$ cat src/rtl/instr_queue_pkg.sv
`default_nettype none
// ---------------------------------------------------------------------------
// instr_queue_pkg
//   Shared widths and entry type for the fetch-to-decode instruction queue.
//   Revision: 1.0
// ---------------------------------------------------------------------------
package instr_queue_pkg;

    localparam int PcLength    = 31;
    localparam int InstrLength = 31;
    localparam int IqDepthLog  = 4;

    localparam logic Zero  = 1'b0;
    localparam logic True  = 1'b1;
    localparam logic False = 1'b0;

    typedef struct packed {
        logic [PcLength:0]    pc;
        logic [InstrLength:0] instr;
    } iq_entry_t;

endpackage
`default_nettype wire

$ cat src/rtl/instr_queue.sv
`default_nettype none
// ---------------------------------------------------------------------------
// instr_queue
//   Circular FIFO of {pc, instr} pairs between the fetcher and the decoder,
//   head presented combinationally, flushed by the ROB on redirect.
//   Revision: 1.0
// ---------------------------------------------------------------------------
module instr_queue
    import instr_queue_pkg::*;
#(
    parameter int QueueDepthLog = IqDepthLog
) (
    input  logic                   clk,
    input  logic                   rst,
    input  logic                   rdy,
    input  logic                   clear_from_rob,
    input  logic                   is_valid_from_fetcher,
    input  logic [PcLength:0]      pc_from_fetcher,
    input  logic [InstrLength:0]   instr_from_fetcher,
    input  logic                   is_full_from_rob,
    input  logic                   is_full_from_rs,
    input  logic                   is_full_from_slb,
    output logic                   is_full_to_fetcher,
    output logic                   is_empty_to_dc,
    output logic [PcLength:0]      pc_to_dc,
    output logic [InstrLength:0]   instr_to_dc
);

    localparam int                     C_DEPTH = 1 << QueueDepthLog;
    localparam logic [QueueDepthLog:0] C_FULL  = {1'b1, {QueueDepthLog{1'b0}}};
    localparam logic [QueueDepthLog:0] C_EMPTY = '0;

    logic [QueueDepthLog-1:0] r_head;
    logic [QueueDepthLog-1:0] r_tail;
    logic [QueueDepthLog:0]   r_count;
    iq_entry_t                r_storage [C_DEPTH];

    logic      w_stall;
    logic      w_has_entry;
    logic      w_full;
    logic      w_pop;
    logic      w_push;
    iq_entry_t w_head_entry;

    assign w_stall     = is_full_from_rob | is_full_from_rs | is_full_from_slb;
    assign w_has_entry = (r_count != C_EMPTY);
    assign w_full      = (r_count == C_FULL);
    assign w_pop       = rdy & ~clear_from_rob & w_has_entry & ~w_stall;
    // Fullness is judged on the current count, so a same-cycle pop never frees a slot early.
    assign w_push      = rdy & ~clear_from_rob & is_valid_from_fetcher & ~w_full;

    always_ff @(posedge clk or negedge rst) begin
        if (!rst) begin
            r_head  <= '0;
            r_tail  <= '0;
            r_count <= '0;
        end else if (rdy) begin
            if (clear_from_rob) begin
                r_head  <= '0;
                r_tail  <= '0;
                r_count <= '0;
            end else begin
                if (w_push) begin
                    r_tail <= r_tail + 1'b1;
                end
                if (w_pop) begin
                    r_head <= r_head + 1'b1;
                end
                if (w_push && !w_pop) begin
                    r_count <= r_count + 1'b1;
                end else if (w_pop && !w_push) begin
                    r_count <= r_count - 1'b1;
                end
            end
        end
    end

    always_ff @(posedge clk) begin
        if (w_push) begin
            r_storage[r_tail] <= '{pc: pc_from_fetcher, instr: instr_from_fetcher};
        end
    end

    // A stalled head must look empty so the decoder issues nothing this cycle.
    assign w_head_entry       = r_storage[r_head];
    assign is_full_to_fetcher = w_full;
    assign is_empty_to_dc     = ~w_has_entry | w_stall;
    assign pc_to_dc           = w_has_entry ? w_head_entry.pc    : '0;
    assign instr_to_dc        = w_has_entry ? w_head_entry.instr : '0;

endmodule
`default_nettype wire

$ cat config.mk
export PLATFORM = sky130hd
export DESIGN_NAME = instr_queue
export DESIGN_NICKNAME = d
export VERILOG_FILES = /design/src/rtl/instr_queue_pkg.sv /design/src/rtl/instr_queue.sv
export SDC_FILE = /design/constraint.sdc
export NUM_CORES = 1
export LEC_CHECK = 0
export CAP_MARGIN = 30
export CORE_MARGIN = 8
export CORE_UTILIZATION = 35
export CTS_CLUSTER_SIZE = 8
export DETAILED_ROUTE_END_ITERATION = 12
export DONT_BUFFER_PORTS = 1
export GPL_TIMING_DRIVEN = 0
export PLACE_DENSITY = 0.58
export SYNTH_ARGS = -nofsm -noshare
export SYNTH_HDL_FRONTEND = slang
export SYNTH_SLANG_ARGS = --single-unit
$ cat constraint.sdc
create_clock -name clk -period 8.2 [get_ports clk]
set_input_delay 0.82 -clock clk [delete_from_list [all_inputs] [get_ports clk]]
set_output_delay 0.82 -clock clk [all_outputs]
set_load 0.01 [all_outputs]
# Yosys cells after proc, flatten, opt, wreduce, memory -nomap -nowiden
# Memory sizes are Yosys's and may differ from the RTL's.
# Cells that the tools add are included.
# totals
reg_bits	13
mem_bits_rw	1024
output_inout_bits	66
wordCells	43
n_memories	1
# op_classes
addsub	4
eq_ne	1
n_mux	11
bitwise	12
n_reduce_logical	11
# mem_list
name	words	word_bits	read_ports	rd_ports_with_merged_regs	wr	line	rtl
r_storage	16	64	1	0	1	instr_queue.sv:36	iq_entry_t r_storage [C_DEPTH];
# op_table
op	n
$mux W32	2
$mux W4	4
$mux W5	3
$add A4 B1 Y4 const B	2
$reduce_and A2 Y1	3
$add A5 B1 Y5 const B	1
$and A1 B1 Y1	5
$eq A5 B5 Y1 const B	1
$reduce_bool A5 Y1	1
$sub A5 B1 Y5 const B	1
$not A1 Y1	4
$reduce_bool A2 Y1	2
$or A1 B1 Y1	3
$reduce_bool A3 Y1	1
$logic_and A1 B1 Y1	2
$logic_not A1 Y1	2
$mux W1	2

# Depth between registers and ports, before layout
# Gate-level depths: netlist of run 1.
# logic_depth
ltp_word	9
ltp_mapped	10
mapped_depth_nobuf	9

# Worst setup path before layout of run 1
# Ideal clock, no wire load.
# synth_timing
path_type	input to register
from	input is_valid_from_fetcher
to	memory r_storage[10][0] in the netlist's numbering, enable pin
setup_ps	487
t_arrival_ps	4199
setup_slack_ps	3514
cell_stages	4
path_buffers	0
cell_sequence	inv_1 a21oi_1 nand4_1 nor2_1
# synth_via
elab_chain_cells	4
# synth_lines
element	line	rtl
from (decl)	instr_queue.sv:17	input logic is_valid_from_fetcher,
$and A1 B1 Y1 (2 in a row)	instr_queue.sv:50	assign w_push = rdy & ~clear_from_rob & is_valid_from_fetcher & ~w_full;
$mux W1	instr_queue.sv:79	if (w_push) begin
$mux W1 (not written as such)	instr_queue.sv:80	r_storage[r_tail] <= '{pc: pc_from_fetcher, instr: instr_from_fetcher};
to (decl)	instr_queue.sv:36	
# Every way passes these cells.

# Final worst setup path of run 1
# layout_timing
from	register r_head[1]
to	output instr_to_dc[14]
# layout_via
elab_chain_cells	2
# layout_lines
element	line	rtl
from (decl)	instr_queue.sv:33	logic [QueueDepthLog-1:0] r_head;
from (signal assigned)	instr_queue.sv:67	r_head <= r_head + 1'b1;
$mem_v2 Z16 W64	--	
$mux W32	instr_queue.sv:89	assign instr_to_dc = w_has_entry ? w_head_entry.instr : '0;
to (decl)	instr_queue.sv:26	output logic [InstrLength:0] instr_to_dc
# Every way passes these cells.

==> results.py, run 1 <==
metrics = {
    "logic_synthesis": {
        "netlist_area_um2": 39700,
        "seq_area_frac_synth_pct": 78.3,
        "synth_area_leader_cell": "edfxtp_1",
        "synth_flop_cell": "edfxtp_1",
        "synth-edff-count": 1024,
        "postSynthAreaPerCell_um2": 23.6,
        "ys_ff_latch": 1037,
        "syn_nets": 1764,
        "synth.top_cell.area_share_pct": 77.4,
        "yosys_warnings": 0,
        "synth.distinct_cells": 45,
        "async_flop_share_pct": 1.25,
        "synthCells": 1682,
        "synth.area.top_cells": "edfxtp_1 (77%), mux4_2 (15%), mux2i_1 (3.3%)",
    },
    "place": {
        "place_congestion": 0.742,
        "portBuffers": 0,
        "placed_cells": 3215,
        "dp_slack_ns": 3.95,
        "place_hpwl_mm": 58.8,
    },
    "grt": {
        "grt_use_met2_pct": 26.7,
        "grt_pass1_vias": 19617,
        "grt_max_degree": 40,
        "grt.busiest_layer": "met2",
        "grt_usage_pct": 15.3,
        "use_met1_pct": 17.6,
        "grt_overflow": 0,
        "grt_pass1_wl_mm": 138,
        "grt.met3_usage_pct": 5.31,
        "antenna_found_initial": 0,
    },
    "sta": {
        "skew_ns": 0.0200,
        "hold_viol_final": 0,
        "worst_slew_pin_slew_ns": 1.00,
        "fmax_mhz": 213,
        "slew_headroom_pct": 33.2,
        "rsz0062_at_grt": "false",
        "final_max_slew_viol_count": 0,
        "period_needed_ns": 4.70,
        "setup-violations-final": 0,
        "setup_slack_ns": 3.50,
        "post-route-period-util_pct": 57.3,
    },
    "power_and_ir_drop": {
        "switching_share_pct": 27.7,
        "switchingPower_uw": 4060,
        "cellInternalPower_uw": 10600,
        "p_leak_uw": 0.0148,
        "clkPwrFrac_pct": 36.2,
        "power.share.combinational_pct": 22.9,
        "p_per_area_nw_per_um2": 316,
        "irDropWorstVdd_mv": 0.188,
        "pwr-share-seq_pct": 40.9,
    },
    "floorplan": {
        "die_x_um": 353,
        "die_area_um2": 124000,
        "core_area_um2": 112000,
        "ios": 138,
        "std_cell_rows": 123,
        "initial_utilization_pct": 35.3,
        "die_y_um": 353,
    },
    "cells_and_area": {
        "fin_util_pct": 41.2,
        "final_common_cell": "edfxtp_1",
        "insertedDiodeCount": 0,
        "stdcell_count": 3392,
        "area_growth_pct": 16.8,
        "nets": 1950,
        "final_cell_mix": "edfxtp_1 (1024), mux4_2 (256), clkbuf_16 (152), mux2i_1 (130), o22ai_1 (68)",
        "final_layout_size_suffix_gt1_share_pct": 27.6,
    },
    "setup_path": {
        "worstPathCellList": "buf_2 > clkbuf_1 > buf_1 > mux4_2 > mux2i_1 > o22ai_1",
        "required_ns": 7.38,
        "start_kind": "flip-flop",
        "critPathCaptureType": "output port",
        "worstSetupPathType": "flip-flop to output port",
        "arrival_ns": 3.88,
        "max_stage_delay_ns": 0.75,
        "path_max_fanout": 10,
        "slowest_stage": "buf_1",
    },
    "job": {
        "max_cap_violations": 0,
    },
    "drt": {
        "viasPerCell": 5.28,
        "drtIter0Drc": 1522,
        "totalWireLength_mm": 96.2,
        "drc": 0,
        "routedWlPerCell_um": 28.4,
        "vias": 17926,
        "drt-pass1-iter-count": 5,
        "postRouteAntennaNets": 0,
    },
    "clock_network": {
        "clk_latency_ns": 0.72,
        "numClockSinks": 1037,
        "cts-resized-gates": 0,
        "htreeDepth": 4,
        "cts_tree": "built",
        "clockRootBuffer": "clkbuf_16",
        "ctsLongestPathBuffers": 3,
        "numCtsBuffers": 147,
        "clk_pin_slew_worst_paths_ns": 0.05,
    },
    "hold_path": {
        "min_path_type": "primary input to flip-flop",
    },
    "run_status": {
        "status": "finished clean",
    },
}
==> power by group through the flow <==
stage | clock network [uW] | logic [uW] | registers, uW
floorplan | 0 | 2290 | 6090
global placement | 0 | 3360 | 6100
detailed placement | 0 | 3450 | 6090
CTS | 5420 | 3460 | 6000
global route | 5640 | 3590 | 6000
finish | 5320 | 3360 | 6000
==> timing repair <==
action                                 4_1_cts  5_1_grt
endpoints found under the hold margin       13        0
hold buffers                                 1        0
setup buffers                                0        0
==> state kept, by name, indices dropped and copies added, names as in the netlist <==
| signal | count |
|---|---|
| r_storage | 1024 |
| r_tail | 4 |
| r_head | 4 |
| r_count | 5 |
==> cells by family after synthesis <==
| logic type | share of synthesized area (%) |
|---|---|
| buffers and inverters | 1.09 |
| xor gates and xnor gates | 0.0441 |
| and+or+nand+nor | 0.788 |
| DFF | 78.3 |
| adders and majority gates | 0.334 |
| AOI/OAI and AO/OA | 1.60 |
| muxes | 17.9 |
==> final timing paths <==
| path | from | end | slack (ns) | cells past startpoint |
|---|---|---|---|---|
| max | r_head[1] | instr_to_dc[14] | 3.50 | 6 |
| min | instr_from_fetcher[19] | r_storage[6][19] | 0.19 | 0 |
| max reg2reg | r_count[1] | r_count[4] | 5.09 | 10 |
| min reg2reg | r_head[3] | r_head[3] | 0.56 | 2 |
| max in group asynchronous | rst | r_head[0] | 7.20 | 1 |
| min in group asynchronous | rst | r_count[4] | 0.57 | 1 |
==> worst max-delay path, delay by kind of cell, from the launching register on <==
family | cells | cell delay, ns
buffers and inverters | 3 | 1.70
AO/OA/AOI/OAI | 1 | 0.65
flip-flops | 1 | 0.36
multiplexers | 2 | 0.43
==> cell type report <==
type	instances	area (um2)
Multi-Input combinational cell	544	8260
Clock buffer	163	3840
Buffer	88	384
Fill cell	9558	66100
Clock inverter	10	128
Timing Repair Buffer	37	746
Inverter	13	48.8
Tap cell	1500	1880
Sequential cell	1037	31100
==> synthesized netlist by cell type, types with 4 or more instances <==
cell	count
edfxtp_1	1024
mux4_2	256
mux2i_1	130
o22ai_1	68
buf_2	43
clkbuf_1	32
and2_1	13
buf_1	13
dfrtp_1	13
inv_1	12
ha_1	9
nand3_1	6
nor2_1	6
a21oi_1	4
nor2b_1	4
==> routing by layer <==
layer  share of wire (%)  up-vias
met2                  52      549
met5                   0        -
met4                 2.3        0
met3                 8.0      129
met1                  38     9682
li1                    -     7566
==> per-stage QoR <==
step / cell area [um2] / power, uW / TNS, ns / hold slack, ns
after global placement: 41600 / 9460 / -27.62 / 0.525
after global routing: 46400 / 15200 / 0 / 0.136
after floorplan: 39700 / 8370 / 0 / 0.516
after CTS: 46300 / 14900 / 0 / 0.132
final: 46400 / 14700 / 0 / 0.188
after detailed placement: 42300 / 9540 / 0 / 0.525
(Power assumes the default switching activity.)
==> run 2: changes to the inputs <==
- clock period: 8.2 -> 4.37 ns (I/O delays scaled with it)
==> results.py, run 2 (synthesis results as in run 1) <==
metrics = {
    "sta": {
        "worst_slew_pin_slew_ns": 0.997,
        "slew_headroom_pct": 33.5,
        "period_needed_ns": 4.26,
        "hold_viol_final": 0,
        "setup_tns_ns": 0,
        "post-route-period-util_pct": 97.5,
        "fmax_mhz": 235,
        "final_max_slew_viol_count": 0,
        "skew_ns": 0.0198,
        "setup_slack_ns": 0.109,
        "setup-violations-final": 0,
    },
    "place": {
        "place_congestion": 0.742,
        "place_hpwl_mm": 58.8,
        "portBuffers": 0,
        "dp_slack_ns": 0.506,
    },
    "cells_and_area": {
        "nets": 2017,
        "top_register": "r_storage",
        "area_growth_pct": 18.6,
        "final_common_cell": "edfxtp_1",
        "largest_reg_flops": 1024,
        "top_regs": "r_storage: 1024 flops, r_count: 5 flops",
        "final_cell_mix": "edfxtp_1 (1024), mux4_2 (256), clkbuf_16 (152), mux2i_1 (130), dlygate4sd3_1 (69)",
        "final_layout_size_suffix_gt1_share_pct": 27.1,
    },
    "grt": {
        "grt_overflow": 0,
        "grt_usage_pct": 15.3,
        "grt_pass1_wl_mm": 139,
        "grt_pass1_vias": 19892,
        "grt_max_degree": 40,
        "antenna_found_initial": 12,
    },
    "clock_network": {
        "clk_pin_slew_worst_paths_ns": 0.05,
        "numClockSinks": 1037,
        "numCtsBuffers": 147,
        "cts_tree": "built",
        "ctsLongestPathBuffers": 3,
        "htreeDepth": 4,
        "clockRootBuffer": "clkbuf_16",
        "postCtsSetupRepairBufs": 0,
        "clk_latency_ns": 0.73,
    },
    "floorplan": {
        "std_cell_rows": 123,
        "die_x_um": 353,
        "die_area_um2": 124000,
        "initial_utilization_pct": 35.3,
        "die_y_um": 353,
        "core_area_um2": 112000,
        "ios": 138,
    },
    "setup_path": {
        "crit_family": "buffers and inverters",
        "timing.rr.start": "r_count[1]",
        "path_max_fanout": 10,
        "critPathCaptureType": "output port",
        "worstPathCellList": "buf_2 > clkdlybuf4s15_1 > clkbuf_1 > mux4_2 > mux2i_1 > o22ai_1",
        "start_kind": "flip-flop",
        "worstSetupPathType": "flip-flop to output port",
        "required_ns": 3.93,
        "slowest_stage": "clkdlybuf4s15_1",
        "max_stage_delay_ns": 0.69,
        "startpoint": "r_head[1]",
        "arrival_ns": 3.82,
        "cp_num_buf_inv": 3,
    },
    "hold_path": {
        "hold_start": "clear_from_rob",
        "min_path_type": "primary input to flip-flop",
    },
    "drt": {
        "viasPerCell": 5.29,
        "postRouteAntennaNets": 0,
        "drtIter0Drc": 1654,
        "vias": 18316,
        "drt-pass1-iter-count": 7,
        "drc": 0,
        "totalWireLength_mm": 96.7,
        "routedWlPerCell_um": 27.9,
    },
    "power_and_ir_drop": {
        "p_per_area_nw_per_um2": 588,
        "p_leak_uw": 0.0151,
        "power_uw": 27700,
        "irDropWorstVdd_mv": 0.354,
    },
    "job": {
        "max_cap_violations": 0,
    },
    "run_status": {
        "status": "finished clean",
    },
}
run 2: layout make-up:
cell class / count / area, um2
Timing Repair Buffer: 104 / 1410
Buffer: 88 / 413
Antenna cell: 6 / 15.0
Clock inverter: 10 / 128
Inverter: 13 / 48.8
Clock buffer: 163 / 3840
Multi-Input combinational cell: 544 / 8260
Tap cell: 1500 / 1880
Fill cell: 9517 / 65400
Sequential cell: 1037 / 31100
run 2: power breakdown:
group          switching, uW  internal [uW]
Combinational           3820           2650
Clock                   3860           6120
Sequential              81.2          11200
run 2: final timing paths:
check                               end  slack (ns)  cells after the start
max                        pc_to_dc[12]        0.11                      6
min                           r_head[3]         0.1                      3
max reg2reg                  r_count[4]        0.72                     11
min reg2reg                   r_head[3]        0.56                      2
max in group asynchronous     r_head[0]        3.73                      1
min in group asynchronous    r_count[4]        0.19                      1
run 2: what timing repair did:
item | 4_1_cts | 5_1_grt
hold buffers | 69 | 0
resized for setup | 6 | 12
hold endpoints to repair | 1045 | 0
endpoints found under the setup margin | 9 | 8
cloned | 0 | 0
run 2: metal layers:
layer / part of all wire [%] / global-route usage (%)
met1: 39 / 18.7
met2: 52 / 26.9
met3: 6.1 / 3.72
met4: 2.1 / 4.47
met5: 0.024 / 0
run 2: stage by stage:
stage / utilization [%] / instance area [um2] / hold WS (ns) / std cells
after detailed placement: 37.6 / 42300 / 0.142 / 3215
final: 41.8 / 47100 / 0.0954 / 3465
after global routing: 41.8 / 47100 / 0.0888 / 3461
after global placement: 37.0 / 41600 / 0.142 / 3182
after CTS: 41.8 / 47000 / 0.0335 / 3457
after floorplan: - / 39700 / 0.141 / 1682
run 2: worst reg2reg max path, cell delays in order, from the launching register on:
cell           delay [ns]
dfrtp_1              0.45
or4_1                0.55
buf_2                0.18
o21a_1               0.23
inv_1                0.25
nand3_1              0.27
ha_1                 0.42
a21oi_1              0.25
a32o_1               0.20
nand3_1              0.08
o2bb2ai_1            0.14
dlygate4sd3_1        0.58
